<file path="src/rtl/sd_pkg.sv">
// sd_pkg: shared types and constants for the SD CMD-line controller
package sd_pkg;
  localparam int CMD_FRAME_BITS = 48;
  localparam int CRC_BITS = 7;
  localparam int PAYLOAD_BITS = CMD_FRAME_BITS - CRC_BITS - 1;
  typedef enum logic [2:0] {S_IDLE, S_SEND, S_TURN, S_RECV, S_GAP, S_DONE} state_e;
  typedef enum logic [1:0] {ST_OK = 2'b00, ST_TIMEOUT = 2'b01, ST_CRC_ERR = 2'b10, ST_FRAME_ERR = 2'b11} status_e;
  typedef enum logic [1:0] {RT_NONE = 2'b00, RT_CRC = 2'b01, RT_NOCRC = 2'b10, RT_CRC_ALT = 2'b11} resp_e;
  function automatic logic [5:0] sat_inc(input logic [5:0] v);
    return &v ? v : v + 6'd1;
  endfunction
endpackage

</file>
<file path="src/rtl/sd_crc7.sv">
// sd_crc7: serial CRC7 (x^7+x^3+1), MSB first, zero-initialised by a synchronous clear
module sd_crc7
  import sd_pkg::*;
(
  input  logic                clk,
  input  logic                n_rst,
  input  logic                clr,
  input  logic                en,
  input  logic                din,
  output logic [CRC_BITS-1:0] crc
);
  logic [CRC_BITS-1:0] crc_q, crc_d;
  logic fb;
  always_comb begin
    fb = din ^ crc_q[6];
    crc_d = clr ? '0 : en ? {crc_q[5:3], crc_q[2] ^ fb, crc_q[1:0], fb} : crc_q;
  end
  always_ff @(posedge clk or negedge n_rst)
    if (!n_rst) crc_q <= '0;
    else crc_q <= crc_d;
  assign crc = crc_q;
endmodule

</file>
<file path="src/rtl/sd_cmd_ctrl.sv">
// sd_cmd_ctrl: sequences one SD CMD-line transaction in 1-bit mode;
// sends a 48-bit command with CRC7 and optionally captures a 48-bit response.
module sd_cmd_ctrl
  import sd_pkg::*;
#(
  parameter int TIMEOUT_BITS = 64,
  parameter int GAP_BITS = 8
) (
  input  logic        clk,
  input  logic        n_rst,
  input  logic        req_valid,
  output logic        req_ready,
  input  logic [5:0]  cmd_index,
  input  logic [31:0] cmd_arg,
  input  logic [1:0]  resp_type,
  input  logic        abort,
  input  logic        shift_tick,
  output logic        timer_enable,
  output logic        timer_clear,
  input  logic        cmd_in,
  output logic        cmd_out,
  output logic        cmd_oe,
  output logic        done,
  output logic [1:0]  status,
  output logic [5:0]  resp_index,
  output logic [31:0] resp_arg
);
  state_e state_q, state_d;
  status_e status_q, status_d;
  resp_e rtype_q, rtype_d;
  logic [PAYLOAD_BITS-1:0] tx_q, tx_d;
  logic [CMD_FRAME_BITS-3:0] rx_q, rx_d;
  logic [5:0] cnt_q, cnt_d;
  logic [5:0] resp_index_q, resp_index_d;
  logic [31:0] resp_arg_q, resp_arg_d;
  logic timer_clear_q, timer_clear_d;
  logic accept, tick, send_bit, frame_err, crc_err;
  logic [CRC_BITS-1:0] crc_tx, crc_rx;

  assign accept = state_q == S_IDLE && req_valid;
  // The timer is restarting while timer_clear is high, so a tick then is not a bit boundary
  assign tick = shift_tick && !timer_clear_q && !abort;
  assign send_bit = cnt_q < 6'(PAYLOAD_BITS) ? tx_q[PAYLOAD_BITS-1]
                  : cnt_q < 6'(CMD_FRAME_BITS - 1) ? crc_tx[3'(6'(CMD_FRAME_BITS - 2) - cnt_q)]
                  : 1'b1;
  // rx_q[i] holds response bit i+1; bit 0 is still on cmd_in at the final tick
  assign frame_err = rx_q[45] || !cmd_in;
  assign crc_err = rtype_q != RT_NOCRC && rx_q[6:0] != crc_rx;

  sd_crc7 u_crc_tx (
    .clk,
    .n_rst,
    .clr(accept),
    .en(state_q == S_SEND && tick && cnt_q < 6'(PAYLOAD_BITS)),
    .din(tx_q[PAYLOAD_BITS-1]),
    .crc(crc_tx)
  );

  sd_crc7 u_crc_rx (
    .clk,
    .n_rst,
    .clr(accept),
    .en(tick && ((state_q == S_TURN && !cmd_in) || (state_q == S_RECV && cnt_q < 6'(PAYLOAD_BITS)))),
    .din(cmd_in),
    .crc(crc_rx)
  );

  always_comb begin
    state_d = state_q;
    status_d = status_q;
    rtype_d = rtype_q;
    tx_d = tx_q;
    rx_d = rx_q;
    cnt_d = cnt_q;
    resp_index_d = resp_index_q;
    resp_arg_d = resp_arg_q;
    timer_clear_d = 1'b0;
    if (state_q != S_IDLE && abort) state_d = S_IDLE;
    else case (state_q)
      S_IDLE: if (req_valid) begin
        state_d = S_SEND;
        status_d = ST_OK;
        rtype_d = resp_e'(resp_type);
        tx_d = {2'b01, cmd_index, cmd_arg};
        cnt_d = '0;
        timer_clear_d = 1'b1;
      end
      S_SEND: if (tick) begin
        tx_d = {tx_q[PAYLOAD_BITS-2:0], 1'b0};
        cnt_d = sat_inc(cnt_q);
        if (cnt_q == 6'(CMD_FRAME_BITS - 1)) begin
          state_d = rtype_q == RT_NONE ? S_GAP : S_TURN;
          cnt_d = '0;
        end
      end
      S_TURN: if (tick) begin
        if (!cmd_in) begin
          state_d = S_RECV;
          cnt_d = 6'd1;
        end else if (cnt_q == 6'(TIMEOUT_BITS - 1)) begin
          state_d = S_GAP;
          status_d = ST_TIMEOUT;
          cnt_d = '0;
        end else cnt_d = sat_inc(cnt_q);
      end
      S_RECV: if (tick) begin
        rx_d = {rx_q[CMD_FRAME_BITS-4:0], cmd_in};
        cnt_d = sat_inc(cnt_q);
        if (cnt_q == 6'(CMD_FRAME_BITS - 1)) begin
          state_d = S_GAP;
          status_d = frame_err ? ST_FRAME_ERR : crc_err ? ST_CRC_ERR : ST_OK;
          resp_index_d = rx_q[44:39];
          resp_arg_d = rx_q[38:7];
          cnt_d = '0;
        end
      end
      S_GAP: if (tick) begin
        cnt_d = sat_inc(cnt_q);
        if (cnt_q == 6'(GAP_BITS - 1)) begin
          state_d = S_DONE;
          cnt_d = '0;
        end
      end
      S_DONE: state_d = S_IDLE;
      default: state_d = S_IDLE;
    endcase
  end

  always_ff @(posedge clk or negedge n_rst)
    if (!n_rst) begin
      state_q <= S_IDLE;
      status_q <= ST_OK;
      rtype_q <= RT_NONE;
      tx_q <= '0;
      rx_q <= '0;
      cnt_q <= '0;
      resp_index_q <= '0;
      resp_arg_q <= '0;
      timer_clear_q <= 1'b0;
    end else begin
      state_q <= state_d;
      status_q <= status_d;
      rtype_q <= rtype_d;
      tx_q <= tx_d;
      rx_q <= rx_d;
      cnt_q <= cnt_d;
      resp_index_q <= resp_index_d;
      resp_arg_q <= resp_arg_d;
      timer_clear_q <= timer_clear_d;
    end

  assign req_ready = state_q == S_IDLE;
  assign cmd_oe = state_q inside {S_SEND, S_GAP};
  assign cmd_out = state_q == S_SEND ? send_bit : 1'b1;
  assign timer_enable = state_q inside {S_SEND, S_TURN, S_RECV, S_GAP};
  assign timer_clear = timer_clear_q;
  assign done = state_q == S_DONE;
  assign status = status_q;
  assign resp_index = resp_index_q;
  assign resp_arg = resp_arg_q;
endmodule

</file>
<file path="config.mk">
export PLATFORM = sky130hd
export DESIGN_NAME = sd_cmd_ctrl
export DESIGN_NICKNAME = d
export VERILOG_FILES = /design/src/rtl/sd_pkg.sv /design/src/rtl/sd_crc7.sv /design/src/rtl/sd_cmd_ctrl.sv
export SDC_FILE = /design/constraint.sdc
export NUM_CORES = 1
export LEC_CHECK = 0
export ABC_AREA = 1
export BUFFER_PORTS_ARGS = -buffer_cell sky130_fd_sc_hd__clkbuf_2
export CAP_MARGIN = 20
export CORE_MARGIN = 5
export CORE_UTILIZATION = 49
export DETAILED_ROUTE_END_ITERATION = 12
export PLACE_DENSITY = 0.72
export RECOVER_POWER = 50
export SYNTH_ARGS = -nofsm -noshare
export SYNTH_HDL_FRONTEND = slang
export SYNTH_HIERARCHICAL = 1
export SYNTH_SLANG_ARGS = --single-unit
</file>
<file path="constraint.sdc">
create_clock -name clk -period 1.6 [get_ports clk]
set_input_delay 0.16 -clock clk [delete_from_list [all_inputs] [get_ports clk]]
set_output_delay 0.16 -clock clk [all_outputs]
set_load 0.1 [all_outputs]
</file>
==> results.sh, run 1 <==
export IMPL_status="complete, but fails checks"
export IMPL_violations="hold timing, setup timing"
export IMPL_finalCritPeriodShare_pct=125
export IMPL_syn_inst=818
export IMPL_ys_types=30
export IMPL_chipHeight_um=128
export IMPL_dieArea_mm2=0.0165
export IMPL_worst_path_buf_inv=1
export IMPL_relSlewSlack_pct=14.6
export IMPL_rsz0062_at_grt="true"
export IMPL_design_area_mm2=0.0103
export IMPL_ant_nets=0
export IMPL_leakage_nw=5.04
export IMPL_path_delay_family="simple AND/OR/NAND/NOR gates"
export IMPL_grt_use_total_pct=20.1
export IMPL_fin_cells=1203
export IMPL_place_ws_ns=-0.0250
export IMPL_cts_sinks=152
export IMPL_placed_area_mm2=0.00781
export IMPL_place_detailed_hpwl_um=10100
export IMPL_crit_required_ns=1.44
export IMPL_crit_arrival_ns=1.85
export IMPL_syn_cell_area_mm2=0.00686
export IMPL_slowest_delay_ns=0.49
export IMPL_r2r_start="state_q[1]"
export IMPL_finalWeightedCongestion=0.840
export IMPL_tritoncts="built"
export IMPL_layout_setup_ws_ns=-0.407
export IMPL_gr_total_overflow=0
export IMPL_root_buffer="clkbuf_16"
export IMPL_finalHoldViolations=1
export IMPL_insertion_delay_ns=0.44
export IMPL_place_detailed_instances=1085
export IMPL_setup_worst_path_start="cnt_q[3]"
export IMPL_core_mm2=0.0138
export IMPL_ys_seq_area_share_pct=55.5
export IMPL_io_pins=92
export IMPL_crit_end="cmd_out"
export IMPL_clk_path_buf_depth=2
export IMPL_r2r_setup_slack_ns=-0.24
export IMPL_drtPass1Iterations=7
export IMPL_io_buffers=91
export IMPL_setup_viol=136
export IMPL_path_cells="nor2_1, nor2_2, nor2_1, nor2_1, nand2_4, buf_12"
export IMPL_drive_gt1_share_pct=36.6
export IMPL_clkTransAtPathRegs_ns=0.07
export IMPL_critPathLaunchType="flop"
export IMPL_cts_inserted_buffers=17
export IMPL_grt_max_degree=76
export IMPL_drt_wirelength_per_cell_um=17.8
export IMPL_crit_fanout=5
export IMPL_die_x_um=128
export IMPL_yosys_warnings=6
export IMPL_worst_slew_pin_slew_ns=1.28
export IMPL_worst_path_most_repeated_cell="nor2_1"
export IMPL_r2r_cells=12
export IMPL_htreeDepth=4
export IMPL_period_minus_slack_ns=2.01
export IMPL_layout_common_cells="nand2_1, dfrtp_1, inv_1"
export IMPL_area_delta_synth_final_pct=50.2
export IMPL_drc_errors=0
export IMPL_p_per_area_mw_per_mm2=1830
export IMPL_worstSetupPathType="reg2out"
export IMPL_finClkSkew_ns=0.0162
export IMPL_synth_area_per_cell_um2=8.38
export IMPL_holdWs_ns=-0.00180
export IMPL_nets=1058
export IMPL_end_kind="output port"
export IMPL_drtIter0Drc=555
export IMPL_final_common_cell="nand2_1"
export IMPL_start_util_pct=49.6
export IMPL_antenna_found_initial=1
export IMPL_routed_via_count=6573
export IMPL_rows=43
export IMPL_rr_endpoint="u_crc_rx/crc[1]"
export IMPL_grt_pass1_wl_um=26500
export IMPL_slew_viol_final=0
export IMPL_peakVddDrop_v=0.00205
export IMPL_grt_pass1_vias=5660
export IMPL_routed_wl_um=21400
export IMPL_hold_class="in2reg"
export IMPL_maxCapViolations=0
export IMPL_power_w=0.0189
export IMPL_synth_seq_cells=152
export IMPL_synth_nets=866
export IMPL_timing_fmax_ghz=0.498
export IMPL_routed_via_density=5.46
export IMPL_crit_cells=6
export IMPL_cpMaxStageDelayCell="dfrtp_1"
[area by class of cell]
class                      count  area (um^2)
fill                         880         3520
clock buffer                  20          457
timing repair buffer         205         2070
inverter                     112          452
multi-input combinational    522         3140
tap                          180          225
clock inverter                11          140
antenna                        1         2.50
sequential                   152         3810
[synth_stat cells (all sizes together)]
cell | count | area share [%]
a21oi | 1 | 0.073
a31oi | 21 | 1.9
buf | 25 | 2.6
clkbuf | 10 | 0.60
dfrtp | 152 | 55
ha | 2 | 0.36
inv | 112 | 6.1
nand2 | 255 | 14
nand3 | 37 | 2.8
nand4 | 1 | 0.091
nor2 | 52 | 3.5
nor3 | 1 | 0.073
o2111ai | 1 | 0.13
o211ai | 17 | 1.9
o21ai | 114 | 8.3
o22ai | 10 | 0.91
or2 | 1 | 0.091
xnor2 | 3 | 0.38
xor2 | 3 | 0.38
[kinds of logic (layout without fill, tap and decap cells)]
logic type | Yosys count | count (layout) | synth area share [%]
compound gates | 164 | 164 | 13.2
xor+xnor | 6 | 6 | 0.766
fa+ha+maj | 2 | 2 | 0.365
buf+inv | 147 | 348 | 9.34
flops | 152 | 152 | 55.5
other cells | 0 | 1 | 0
simple gates | 347 | 350 | 20.9
[worst reg2reg max path: cells and delay by family (launching register included)]
kind	cells	cell delay (ns)
simple gates	3	0.49
flops	1	0.42
buf+inv	7	0.64
compound gates	2	0.22
[registers in the layout, summed over array words and instances (netlist names), 3 cells and up]
| name | count |
|---|---|
| tx_q | 40 |
| cnt_q | 6 |
| resp_index | 6 |
| u_crc_rx/crc | 7 |
| state_q | 3 |
| u_crc_tx/crc | 7 |
| rx_q | 46 |
| resp_arg | 32 |
[how the worst min path moves through the flow]
stage | from | end | slack (ns) | cells past startpoint
floorplan | n_rst | cnt_q[0] | -0.14 | 0
global placement | n_rst | timer_clear | 0.14 | 1
detailed placement | n_rst | cnt_q[2] | 0.14 | 1
CTS | cmd_arg[28] | tx_q[28] | 0.003 | 3
global route | cmd_arg[22] | tx_q[22] | 0.01 | 3
finish | cmd_arg[24] | tx_q[24] | -0.002 | 3
[metrics by stage]
step / setup TNS [ns] / utilization [%]
detailed placement: -0.0723 / 56.5
floorplan: -2.59 / -
global route: -26.23 / 74.5
global placement: -0.00803 / 56.5
finish: -15.09 / 74.5
CTS: -1.23 / 64.5
[metal layers]
layer | share of wire, % | vias to the layer above | global-route usage, %
li1 | - | 3001 | -
met1 | 40 | 3241 | 26.0
met2 | 51 | 256 | 33.5
met3 | 5.7 | 75 | 4.38
met4 | 3.5 | 0 | 6.80
met5 | 0 | - | 0
[report_power, final]
| part | internal, W | total (W) | switching [W] |
|---|---|---|---|
| combinational | 0.00375 | 0.00894 | 0.00520 |
| sequential | 0.00503 | 0.00584 | 0.000810 |
| clock | 0.00241 | 0.00411 | 0.00170 |
| total | 0.0112 | 0.0189 | 0.00771 |
[repair_timing]
item,CTS,global route
resized for setup,47,226
pin swaps,18,33
setup buffers,12,20
cloned,1,29
hold buffers,25,0
hold endpoints to repair,65,0
endpoints found under the setup margin,19,153
Note: power is estimated with default switching activity, not from simulation.
==> inputs of run 2 (changes only) <==
--- a/config.mk
+++ b/config.mk
@@ -14,4 +14,5 @@
 export PLACE_DENSITY = 0.72
 export RECOVER_POWER = 50
+export REMOVE_ABC_BUFFERS = 1
 export SYNTH_ARGS = -nofsm -noshare
 export SYNTH_HDL_FRONTEND = slang
==> constraint.sdc (replaced) <==
create_clock -name clk -period 1.6 [get_ports clk]
set_input_delay 0.16 -clock clk [delete_from_list [all_inputs] [get_ports clk]]
set_output_delay 0.16 -clock clk [all_outputs]
set_load 0.005 [all_outputs]
==> run 2 against run 1 <==
The run ends with setup timing left. Worst setup slack gained 0.12 ns. First-iteration DRC count shrank 3.6%. Worst hold slack gained 0.016 ns. Critical path depth grew 2. Sequential cell count is the same. Final area shrank 8.3%. Sequential power shrank 2%. Clock power is essentially flat. Combinational power shrank 24%. Highest routed layer unchanged. Largest power group unchanged. Sequential share of layout area grew 3.3 points. Power shrank 12%. Cell count shrank 0.25%.
==> results.sh, run 2 (synthesis results as in run 1) <==
export IMPL_tns_ns=-5.88
export IMPL_io_buffers=91
export IMPL_timing_fmax_ghz=0.529
export IMPL_largest_reg_flops=46
export IMPL_cpMaxStageDelayCell="dfrtp_1"
export IMPL_layout_setup_ws_ns=-0.289
export IMPL_period_minus_slack_ns=1.89
export IMPL_cts_inserted_buffers=17
export IMPL_leakage_nw=4.73
export IMPL_antenna_found_initial=0
export IMPL_path_cells="ha_4, o21ai_0, o21ai_1, nand2_1, nand2_1, o21ai_1, nand2_1, clkbuf_2"
export IMPL_worst_path_most_repeated_cell="nand2_1"
export IMPL_crit_required_ns=1.44
export IMPL_status="complete, but fails checks"
export IMPL_drtPass1Iterations=5
export IMPL_finalCritPeriodShare_pct=118
export IMPL_final_common_cell="nand2_1"
export IMPL_crit_arrival_ns=1.73
export IMPL_insertion_delay_ns=0.43
export IMPL_routed_via_count=6327
export IMPL_setup_viol=53
export IMPL_finClkSkew_ns=0.0108
export IMPL_final_core_util_pct=68.3
export IMPL_drtIter0Drc=535
export IMPL_worst_slew_pin_slew_ns=0.915
export IMPL_routed_via_density=5.27
export IMPL_clkTransAtPathRegs_ns=0.06
export IMPL_start_util_pct=49.6
export IMPL_clk_path_buf_depth=2
export IMPL_root_buffer="clkbuf_16"
export IMPL_worstSetupPathType="reg2out"
export IMPL_slew_viol_final=0
export IMPL_p_per_area_mw_per_mm2=1760
export IMPL_place_detailed_hpwl_um=10100
export IMPL_core_mm2=0.0138
export IMPL_grt_max_degree=76
export IMPL_grt_pass1_wl_um=27200
export IMPL_peakVddDrop_v=0.00115
export IMPL_relSlewSlack_pct=39.0
export IMPL_nets=1055
export IMPL_layout_common_cells="nand2_1, dfrtp_1, inv_1"
export IMPL_hold_class="in2reg"
export IMPL_drc_errors=0
export IMPL_fill_cells=1033
export IMPL_rows=43
export IMPL_dieArea_mm2=0.0165
export IMPL_cts_sinks=152
export IMPL_routed_wl_um=19500
export IMPL_area_delta_synth_final_pct=37.7
export IMPL_placed_area_mm2=0.00769
export IMPL_io_pins=92
export IMPL_rsz0062_at_grt="true"
export IMPL_slowest_delay_ns=0.42
export IMPL_antennaDiodeCount=0
export IMPL_r2r_cells=9
export IMPL_gr_total_overflow=0
export IMPL_die_x_um=128
export IMPL_regMostFlops="rx_q"
export IMPL_grt_use_total_pct=20.7
export IMPL_critPathLaunchType="flop"
export IMPL_end_kind="output port"
export IMPL_maxCapViolations=0
export IMPL_ant_nets=0
export IMPL_grt_pass1_vias=5855
export IMPL_chipHeight_um=128
export IMPL_violations="setup timing"
export IMPL_finalHoldViolations=0
export IMPL_finalWeightedCongestion=0.939
export IMPL_crit_fanout=5
export IMPL_tritoncts="built"
export IMPL_hold_depth=3
export IMPL_drt_wirelength_per_cell_um=16.2
export IMPL_drive_gt1_share_pct=26.6
export IMPL_design_area_mm2=0.00945
export IMPL_htreeDepth=4
run 2: cell types whose count changed in the layout (fill, tap and decap cells not counted), moves of 9 or more:
cell     change
buf_4       +17
nand2_1     +39
buf_12      -15
nand3_1     +10
nand2_2     -16
nand2_4     -20
buf_6        -9
o21ai_2     -28
o21ai_0     +36
run 2: power breakdown:
part	total [W]	switching, W	internal (W)	leakage (nW)
sequential	0.00574	0.000714	0.00503	1.89
clock	0.00408	0.00168	0.00240	0.289
combinational	0.00677	0.00378	0.00299	2.55
total	0.0166	0.00617	0.0104	4.73
run 2: layout make-up:
type	instances	area [um^2]	share of cell area (%)
clock buffers	20	457	4.83
clock inverters	12	140	1.48
inverters	112	444	4.70
multi-input cells	522	2610	27.6
flip-flops and latches	152	3810	40.3
well taps	180	225	2.38
repair buffers	202	1770	18.7
run 2: layer usage:
| metal | global-route usage [%] | wire length [um] | up-vias | share of wire, % |
|---|---|---|---|---|
| met2 | 33.5 | 9550 | 235 | 49 |
| met3 | 4.88 | 1160 | 43 | 6.0 |
| met5 | 0 | 0 | - | 0 |
| met1 | 27.4 | 8320 | 3061 | 43 |
| met4 | 7.30 | 421 | 0 | 2.2 |
| li1 | - | - | 2988 | - |
run 2: path summary, 6_finish.rpt:
| path | start | end | slack [ns] |
|---|---|---|---|
| worst min register to register | resp_arg[9] | resp_arg[9] | 0.48 |
| worst min-delay path | cmd_arg[23] | tx_q[23] | 0.01 |
| worst max-delay path | cnt_q[0] | cmd_out | -0.29 |
| worst max register to register | cnt_q[0] | resp_arg[19] | -0.18 |
| max in group asynchronous | n_rst | state_q[0] | 0.27 |
| min in group asynchronous | n_rst | resp_index[0] | 0.39 |
run 2: worst max-delay path, delay by kind of cell (launching register included):
family / cells / cell delay (ns)
compound gates: 3 / 0.27
simple gates: 3 / 0.20
buf+inv: 1 / 0.11
flops: 1 / 0.42
fa+ha+maj: 1 / 0.30
run 2: repair_timing:
item,CTS,global route
pin swaps,3,8
setup buffers,10,18
hold buffers,27,0
endpoints found under the hold margin,156,0
cloned,5,18
endpoints found under the setup margin,30,136
resized for setup,32,58
run 2: per-stage QoR:
stage                     cells  hold WS (ns)  power, W  setup WS (ns)
final                      1200        0.0138    0.0166         -0.289
after global placement     1090        0.0736    0.0104         0.0114
after global routing       1200        0.0188    0.0176         -0.426
after floorplan             783        -0.136   0.00876          -2.37
after detailed placement   1090        0.0765    0.0105        -0.0338
after CTS                  1164       0.00119    0.0156         -0.298
